File: src/rtl/csr_file.sv
// Machine-mode CSR file with exception/mret trap sequencer and registered fetch redirect.
// Define CSR_COUNTERS_EN to add the 64-bit mcycle/minstret counters and their user shadows.
module csr_file #(
  parameter int unsigned XLEN        = 32,
  parameter logic [31:0] MTVEC_RESET = 32'h0000_0000,
  parameter int unsigned HART_ID     = 0
) (
  input  logic            clk,
  input  logic            reset,
  input  logic            csr_wbk_v_i,
  input  logic [11:0]     csr_wbk_adr_i,
  input  logic [XLEN-1:0] csr_wbk_data_i,
  input  logic [11:0]     csr_rd_adr_i,
  output logic [XLEN-1:0] csr_rd_data_o,
  output logic            csr_rd_illegal_o,
  input  logic            exception_v_i,
  input  logic [XLEN-1:0] exception_cause_i,
  input  logic [XLEN-1:0] exception_pc_i,
  input  logic [XLEN-1:0] exception_tval_i,
  input  logic            mret_v_i,
  input  logic            instret_v_i,
  output logic            trap_v_q_o,
  output logic [XLEN-1:0] trap_pc_q_o
);

  localparam logic [11:0] A_MSTATUS  = 12'h300;
  localparam logic [11:0] A_MISA     = 12'h301;
  localparam logic [11:0] A_MIE      = 12'h304;
  localparam logic [11:0] A_MTVEC    = 12'h305;
  localparam logic [11:0] A_MSCRATCH = 12'h340;
  localparam logic [11:0] A_MEPC     = 12'h341;
  localparam logic [11:0] A_MCAUSE   = 12'h342;
  localparam logic [11:0] A_MTVAL    = 12'h343;
  localparam logic [11:0] A_MIP      = 12'h344;
  localparam logic [11:0] A_MHARTID  = 12'hF14;

  localparam logic [XLEN-1:0] ALIGN_MASK = ~XLEN'(3);

  logic            r_mie;
  logic            r_mpie;
  logic [XLEN-1:0] r_mtvec;
  logic [XLEN-1:0] r_mscratch;
  logic [XLEN-1:0] r_mepc;
  logic [XLEN-1:0] r_mcause;
  logic [XLEN-1:0] r_mtval;
  logic            r_trap_v;
  logic [XLEN-1:0] r_trap_pc;

  // A CSR write only lands when no trap or mret claims the cycle.
  logic w_wr;
  assign w_wr = csr_wbk_v_i & ~exception_v_i & ~mret_v_i;

  always_ff @(posedge clk) begin
    if (reset) begin
      r_mie  <= 1'b0;
      r_mpie <= 1'b0;
    end else if (exception_v_i) begin
      r_mpie <= r_mie;
      r_mie  <= 1'b0;
    end else if (mret_v_i) begin
      r_mie  <= r_mpie;
      r_mpie <= 1'b1;
    end else if (w_wr && csr_wbk_adr_i == A_MSTATUS) begin
      r_mie  <= csr_wbk_data_i[3];
      r_mpie <= csr_wbk_data_i[7];
    end
  end

  always_ff @(posedge clk) begin
    if (reset) begin
      r_mepc   <= '0;
      r_mcause <= '0;
      r_mtval  <= '0;
    end else if (exception_v_i) begin
      r_mepc   <= exception_pc_i & ALIGN_MASK;
      r_mcause <= exception_cause_i;
      r_mtval  <= exception_tval_i;
    end else if (w_wr) begin
      if (csr_wbk_adr_i == A_MEPC)   r_mepc   <= csr_wbk_data_i & ALIGN_MASK;
      if (csr_wbk_adr_i == A_MCAUSE) r_mcause <= csr_wbk_data_i;
      if (csr_wbk_adr_i == A_MTVAL)  r_mtval  <= csr_wbk_data_i;
    end
  end

  always_ff @(posedge clk) begin
    if (reset) begin
      r_mtvec    <= XLEN'(MTVEC_RESET);
      r_mscratch <= '0;
    end else if (w_wr) begin
      if (csr_wbk_adr_i == A_MTVEC)    r_mtvec    <= csr_wbk_data_i & ALIGN_MASK;
      if (csr_wbk_adr_i == A_MSCRATCH) r_mscratch <= csr_wbk_data_i;
    end
  end

  // Redirect targets sample mtvec/mepc before this edge's updates.
  always_ff @(posedge clk) begin
    if (reset) begin
      r_trap_v  <= 1'b0;
      r_trap_pc <= '0;
    end else begin
      r_trap_v <= exception_v_i | mret_v_i;
      if (exception_v_i)  r_trap_pc <= r_mtvec;
      else if (mret_v_i)  r_trap_pc <= r_mepc;
    end
  end

  assign trap_v_q_o  = r_trap_v;
  assign trap_pc_q_o = r_trap_pc;

`ifdef CSR_COUNTERS_EN
  localparam logic [11:0] A_MCYCLE    = 12'hB00;
  localparam logic [11:0] A_MCYCLEH   = 12'hB80;
  localparam logic [11:0] A_MINSTRET  = 12'hB02;
  localparam logic [11:0] A_MINSTRETH = 12'hB82;
  localparam logic [11:0] A_CYCLE     = 12'hC00;
  localparam logic [11:0] A_CYCLEH    = 12'hC80;
  localparam logic [11:0] A_INSTRET   = 12'hC02;
  localparam logic [11:0] A_INSTRETH  = 12'hC82;

  logic [XLEN-1:0] r_mcycle_lo;
  logic [XLEN-1:0] r_mcycle_hi;
  logic [XLEN-1:0] r_minstret_lo;
  logic [XLEN-1:0] r_minstret_hi;
  logic            w_cy_carry;
  logic            w_ir_carry;

  // Carry comes from the low word's own increment, even if that word is overwritten.
  assign w_cy_carry = &r_mcycle_lo;
  assign w_ir_carry = instret_v_i & (&r_minstret_lo);

  always_ff @(posedge clk) begin
    if (reset) begin
      r_mcycle_lo   <= '0;
      r_mcycle_hi   <= '0;
      r_minstret_lo <= '0;
      r_minstret_hi <= '0;
    end else begin
      r_mcycle_lo   <= (w_wr && csr_wbk_adr_i == A_MCYCLE)    ? csr_wbk_data_i
                                                               : r_mcycle_lo + XLEN'(1);
      r_mcycle_hi   <= (w_wr && csr_wbk_adr_i == A_MCYCLEH)   ? csr_wbk_data_i
                                                               : r_mcycle_hi + XLEN'(w_cy_carry);
      r_minstret_lo <= (w_wr && csr_wbk_adr_i == A_MINSTRET)  ? csr_wbk_data_i
                                                               : r_minstret_lo + XLEN'(instret_v_i);
      r_minstret_hi <= (w_wr && csr_wbk_adr_i == A_MINSTRETH) ? csr_wbk_data_i
                                                               : r_minstret_hi + XLEN'(w_ir_carry);
    end
  end
`else
  logic w_unused_instret;
  assign w_unused_instret = instret_v_i;
`endif

  always_comb begin
    csr_rd_data_o    = '0;
    csr_rd_illegal_o = 1'b0;
    case (csr_rd_adr_i)
      A_MSTATUS:  csr_rd_data_o = XLEN'({19'b0, 2'b11, 3'b0, r_mpie, 3'b0, r_mie, 3'b0});
      A_MISA:     csr_rd_data_o = XLEN'(32'h4000_0100);
      A_MIE:      csr_rd_data_o = '0;
      A_MIP:      csr_rd_data_o = '0;
      A_MTVEC:    csr_rd_data_o = r_mtvec;
      A_MSCRATCH: csr_rd_data_o = r_mscratch;
      A_MEPC:     csr_rd_data_o = r_mepc;
      A_MCAUSE:   csr_rd_data_o = r_mcause;
      A_MTVAL:    csr_rd_data_o = r_mtval;
      A_MHARTID:  csr_rd_data_o = XLEN'(HART_ID);
`ifdef CSR_COUNTERS_EN
      A_MCYCLE,   A_CYCLE:    csr_rd_data_o = r_mcycle_lo;
      A_MCYCLEH,  A_CYCLEH:   csr_rd_data_o = r_mcycle_hi;
      A_MINSTRET, A_INSTRET:  csr_rd_data_o = r_minstret_lo;
      A_MINSTRETH, A_INSTRETH: csr_rd_data_o = r_minstret_hi;
`endif
      default:    csr_rd_illegal_o = 1'b1;
    endcase
  end

endmodule

File: config.mk
export PLATFORM = sky130hd
export DESIGN_NAME = csr_file
export DESIGN_NICKNAME = d
export VERILOG_FILES = /design/src/rtl/csr_file.sv
export SDC_FILE = /design/constraint.sdc
export NUM_CORES = 1
export LEC_CHECK = 0
export BUFFER_PORTS_ARGS = -buffer_cell sky130_fd_sc_hd__buf_2
export CAP_MARGIN = 5
export CORE_ASPECT_RATIO = 1.2
export CORE_MARGIN = 2
export CORE_UTILIZATION = 55
export DETAILED_ROUTE_END_ITERATION = 8
export PLACE_DENSITY = 0.78
export SLEW_MARGIN = 20
export SYNTH_ARGS = -nofsm -noshare
export SYNTH_HDL_FRONTEND = slang
export SYNTH_SLANG_ARGS = --single-unit
File: constraint.sdc
create_clock -name clk -period 5.25 [get_ports clk]
set_input_delay 0.525 -clock clk [delete_from_list [all_inputs] [get_ports clk]]
set_output_delay 0.525 -clock clk [all_outputs]
set_load 0.01 [all_outputs]
# Word-level counts from Yosys, hierarchy flattened
# Cells that the tools add are included.
dict set report classes {
  addsub 0
  multipliers 0
  div 0
  n_lt_le_gt_ge 0
  eq_ne 16
  n_shift 0
  mux 18
  n_bitwise 5
  n_reduce_logical 15
}
# operator count
set op_table {}
lappend op_table {{$mux W32} 11}
lappend op_table {{$pmux W32 S7} 1}
lappend op_table {{$eq A12 B10 Y1 const B} 15}
lappend op_table {{$eq A12 B12 Y1 const B} 1}
lappend op_table {{$reduce_bool A2 Y1} 6}
lappend op_table {{$reduce_and A2 Y1} 5}
lappend op_table {{$reduce_or A10 Y1} 1}
lappend op_table {{$mux W1} 6}
lappend op_table {{$reduce_bool A3 Y1} 1}
lappend op_table {{$and A1 B1 Y1} 2}
lappend op_table {{$not A1 Y1} 2}
lappend op_table {{$reduce_or A2 Y1} 1}
lappend op_table {{$logic_and A1 B1 Y1} 1}
lappend op_table {{$or A1 B1 Y1} 1}
dict set report totals {
  regBits 191
  latchBits 0
  ram_bits 0
  mem_bits_ro 0
  input_bits 158
  out_inout_bits 66
  wordCells 63
  mem_count 0
}

# Depth between registers and ports, before layout
dict set report logic_depth {
  ltp_word 7
  mapped_depth 7
  mapped_depth_nobuf 4
}

# Least setup slack after synthesis
# Ideal clock, no wire load.
dict set report synth_timing {
  kind {in2out}
  start {input csr_rd_adr_i[2]}
  end {output csr_rd_data_o[11]}
  arrival_ns 2.150
  t_required_ns 4.725
  slack_ns 2.575
  cell_stages 4
  n_path_buf 0
  cell_sequence {or3_1 -> or2_2 -> or3_1 -> o311ai_0}
}
dict set report synth_between {
  elab_chain_len 2
  elab_cells_between_ends 8
  classes_between {eq/ne: 7; mux: 1}
}
# element line
set synth_lines {}
lappend synth_lines {{start: declaration} 13} ;# input logic [11:0] csr_rd_adr_i,
lappend synth_lines {{$eq A12 B10 Y1} 156} ;# case (csr_rd_adr_i)
lappend synth_lines {{$pmux W32 S7 (*)} 156}
lappend synth_lines {{end: declaration} 14} ;# output logic [XLEN-1:0] csr_rd_data_o,
# Every way passes the cells marked *; elsewhere a longest branch is shown, timed or not.

# Final worst setup path
dict set report layout_timing {
  start {input csr_rd_adr_i[6]}
  end {output csr_rd_data_o[3]}
}
# The elaborated chain is that of the path after synthesis.

==> reports/results.txt <==
grt met2 use = 49.2%
Inst Count DP = 1497
setup violators final = 0
Max IR drop VDD = 0.221 mV
yosys warns = 0
CTS resizes = 0
CTS tree = built
die width = 125 µm
post-synthesis cell count = 1155
average size of a mapped cell = 8.34 µm²
Seq/Total Area, Yosys = 39.3%
Adder-Cell Fraction of Synth Area = 0%
Fin Setup TNS = 0 ns
Initial DRT Pass Iterations = 5
hold-fix buffers at CTS = 0
hold crit path type = input pin to flop
Final ANT Viol Nets = 0
vias per cell = 5.95
Final min period = 3.62 ns
GRT met3 Usage = 5.27%
# clock sinks = 189
simple-gate share of the synthesized area = 23.8%
Critical Path RT = 4.72 ns
met1 usage = 36.8%
global route total overflow = 0
FF-to-FF Start = r_mie$_SDFFE_PP0P_
Clock Path Buffers = 2
mux share of post-synthesis cell area = 12.2%
first-pass GRT wire length = 43500 µm
area grow syn2layout = 17.7%
Setup crit start kind = input pin
Synth Cell Area = 9630 µm²
GRT Total Usage = 28.8%
GP Congestion = 0.822
total die area = 18600 µm²
Slew @ Worst Pin = 0.946 ns
Async SR Flop Fraction = 0%
DR WL/cell = 17.8 µm
Setup CP Type = input pin to output port
Clock Tree Root = clkbuf_16
most common cell after layout, fill and taps aside = buf_2
Non-Filler Instances = 1535
H-tree levels = 4
worst relative slew slack = 36.3%
Core Footprint = 17300 µm²
vias in the first global route = 8584
Crit. Startpoint = csr_rd_adr_i[6]
min-delay src = exception_pc_i[26]
global-route layer with the greatest usage = met2
IO Count = 224
initial antenna violation count = 6
largest family of logic cells by synthesized area = simple AND/OR/NAND/NOR gates
DP HPWL = 17200 µm
Primary FF master, synth = dfxtp_1
Remaining DRCs = 0
final core occ = 65.5%
Critical Path Sink Type = output port
nets = 1454
Routed WL = 27400 µm
clock-pin slew on the worst setup and hold paths = 0.07 ns
worst hold margin = 0.349 ns
via count = 9128
Pwr Density = 282 nW/µm²
RSZ-0062 raised after global routing = no
Synth Area in Compound Gates = 17.3%
Arrival @ worst endpoint = 3.10 ns
post-synthesis xor/xnor area fraction = 0%
Initial Utilization = 55.6%
share of layout cells above drive strength 1 = 21.5%
CP max FO = 16
Chip Height = 149 µm
largest net degree at the start of global routing = 164
port bufs = 218
Num CTS Buffers = 17
final slew viol count = 0
First DRT Iteration DRCs = 699
status = complete, no violations
flops & latches, synth = 189
commonest cells after routing, fill and taps aside = buf_2 (215), dfxtp_1 (189), nor2_1 (128)
highest clock rate = 276 MHz
Cell variety after synth = 49
final worst-path cycle share = 69.0%
EDFF count, synth = 0
maxcap violations = 0
Leakage = 0.00464 µW
Post CTS Setup Buffer Count = 0
Final Hold Fails = 0
clk_lat worst skew = 0.43 ns
skew final = 0.00409 ns
row count = 53
-- report_power, final --
part,switching (µW),total [µW],internal (µW),leakage [µW]
Sequential,34.8,1530,1490,0.00155
Clock,560,1340,779,0.000289
Combinational,190,331,140,0.00280
-- worst max-delay path, stage by stage --
cell and delay (ns):
buf_2 0.25, nor4b_1 0.65, nand2b_1 0.54, buf_4 0.39, or2_2 0.33, o221ai_1 0.22
buf_2 0.18
-- final timing paths --
check	cells past startpoint	slack, ns	endpoint
hold reg to reg	2	0.45	r_mscratch[6]$_SDFFE_PP0P_
setup / recovery	7	1.63	csr_rd_data_o[3]
hold / removal	3	0.35	r_mepc[26]$_SDFFE_PP0P_
setup reg to reg	4	4.28	r_mpie$_SDFFE_PP0P_
-- metrics by stage --
step / instance area (µm²) / total power (µW) / setup WS (ns)
final: 11300 / 3190 / 1.63
after global routing: 11300 / 3320 / 1.50
after CTS: 11300 / 3210 / 1.74
after detailed placement: 10700 / 1880 / 1.75
after global placement: 10700 / 1880 / 1.83
after floorplan: 9630 / 1750 / 2.58
-- area by class of cell --
class                   instances  area (µm²)
clock buffers                  20         457
well taps                     220         275
repair buffers                235        1230
multi-input cells             787        5160
clock inverters                12         160
fillers                      1531        5980
inverters                      66         248
flip-flops and latches        189        3780
diodes                          6        15.0
-- flip-flops by register name (all words and copies together) (netlist names) --
register and flops:
r_mcause 32, r_mepc 30, r_mie 1, r_mpie 1, r_mscratch 32, r_mtval 32
r_mtvec 30, trap_pc_q_o 30, trap_v_q_o 1
-- synth_stat cells (2+ instances only) --
| cell type | instances | area share, % |
|---|---|---|
| buf_1 | 14 | 0.55 |
| clkbuf_1 | 87 | 3.4 |
| o22ai_1 | 24 | 1.6 |
| o311ai_0 | 2 | 0.18 |
| nor2_1 | 129 | 5.0 |
| a21oi_1 | 68 | 3.5 |
| nor4_2 | 2 | 0.26 |
| or2_2 | 3 | 0.19 |
| or3_1 | 4 | 0.26 |
| a2111oi_0 | 95 | 8.6 |
| nand3b_1 | 2 | 0.16 |
| a22oi_1 | 2 | 0.16 |
| nand3_1 | 4 | 0.21 |
| nand2b_1 | 5 | 0.32 |
| a22o_1 | 25 | 2.3 |
| inv_1 | 66 | 2.6 |
| a31oi_1 | 2 | 0.13 |
| o21ai_0 | 5 | 0.26 |
| nand4b_1 | 3 | 0.27 |
| o221ai_1 | 2 | 0.18 |
| nand2_1 | 74 | 2.9 |
| and4_1 | 2 | 0.18 |
| nor3b_1 | 62 | 4.8 |
| buf_4 | 8 | 0.62 |
| nor3_1 | 96 | 5.0 |
| mux2i_1 | 117 | 12 |
| buf_2 | 5 | 0.26 |
| nor2b_1 | 33 | 2.1 |
| dfxtp_1 | 189 | 39 |
| nand4_1 | 4 | 0.26 |
| nor4bb_1 | 2 | 0.21 |
| nor4b_1 | 2 | 0.18 |
-- layer usage --
metal | vias up | wire length [µm]
li1 | 4452 | -
met1 | 4352 | 12000
met2 | 290 | 13400
met3 | 34 | 1500
met4 | 0 | 447
met5 | - | 0
-- kinds of logic (layout without fill, tap and decap cells) --
family,Yosys count,count (layout)
compound gates,229,229
buf+inv,180,333
flops,189,189
mux,117,117
other cells,1,8
simple gates,439,439
Note: power is estimated with default switching activity, not from simulation.
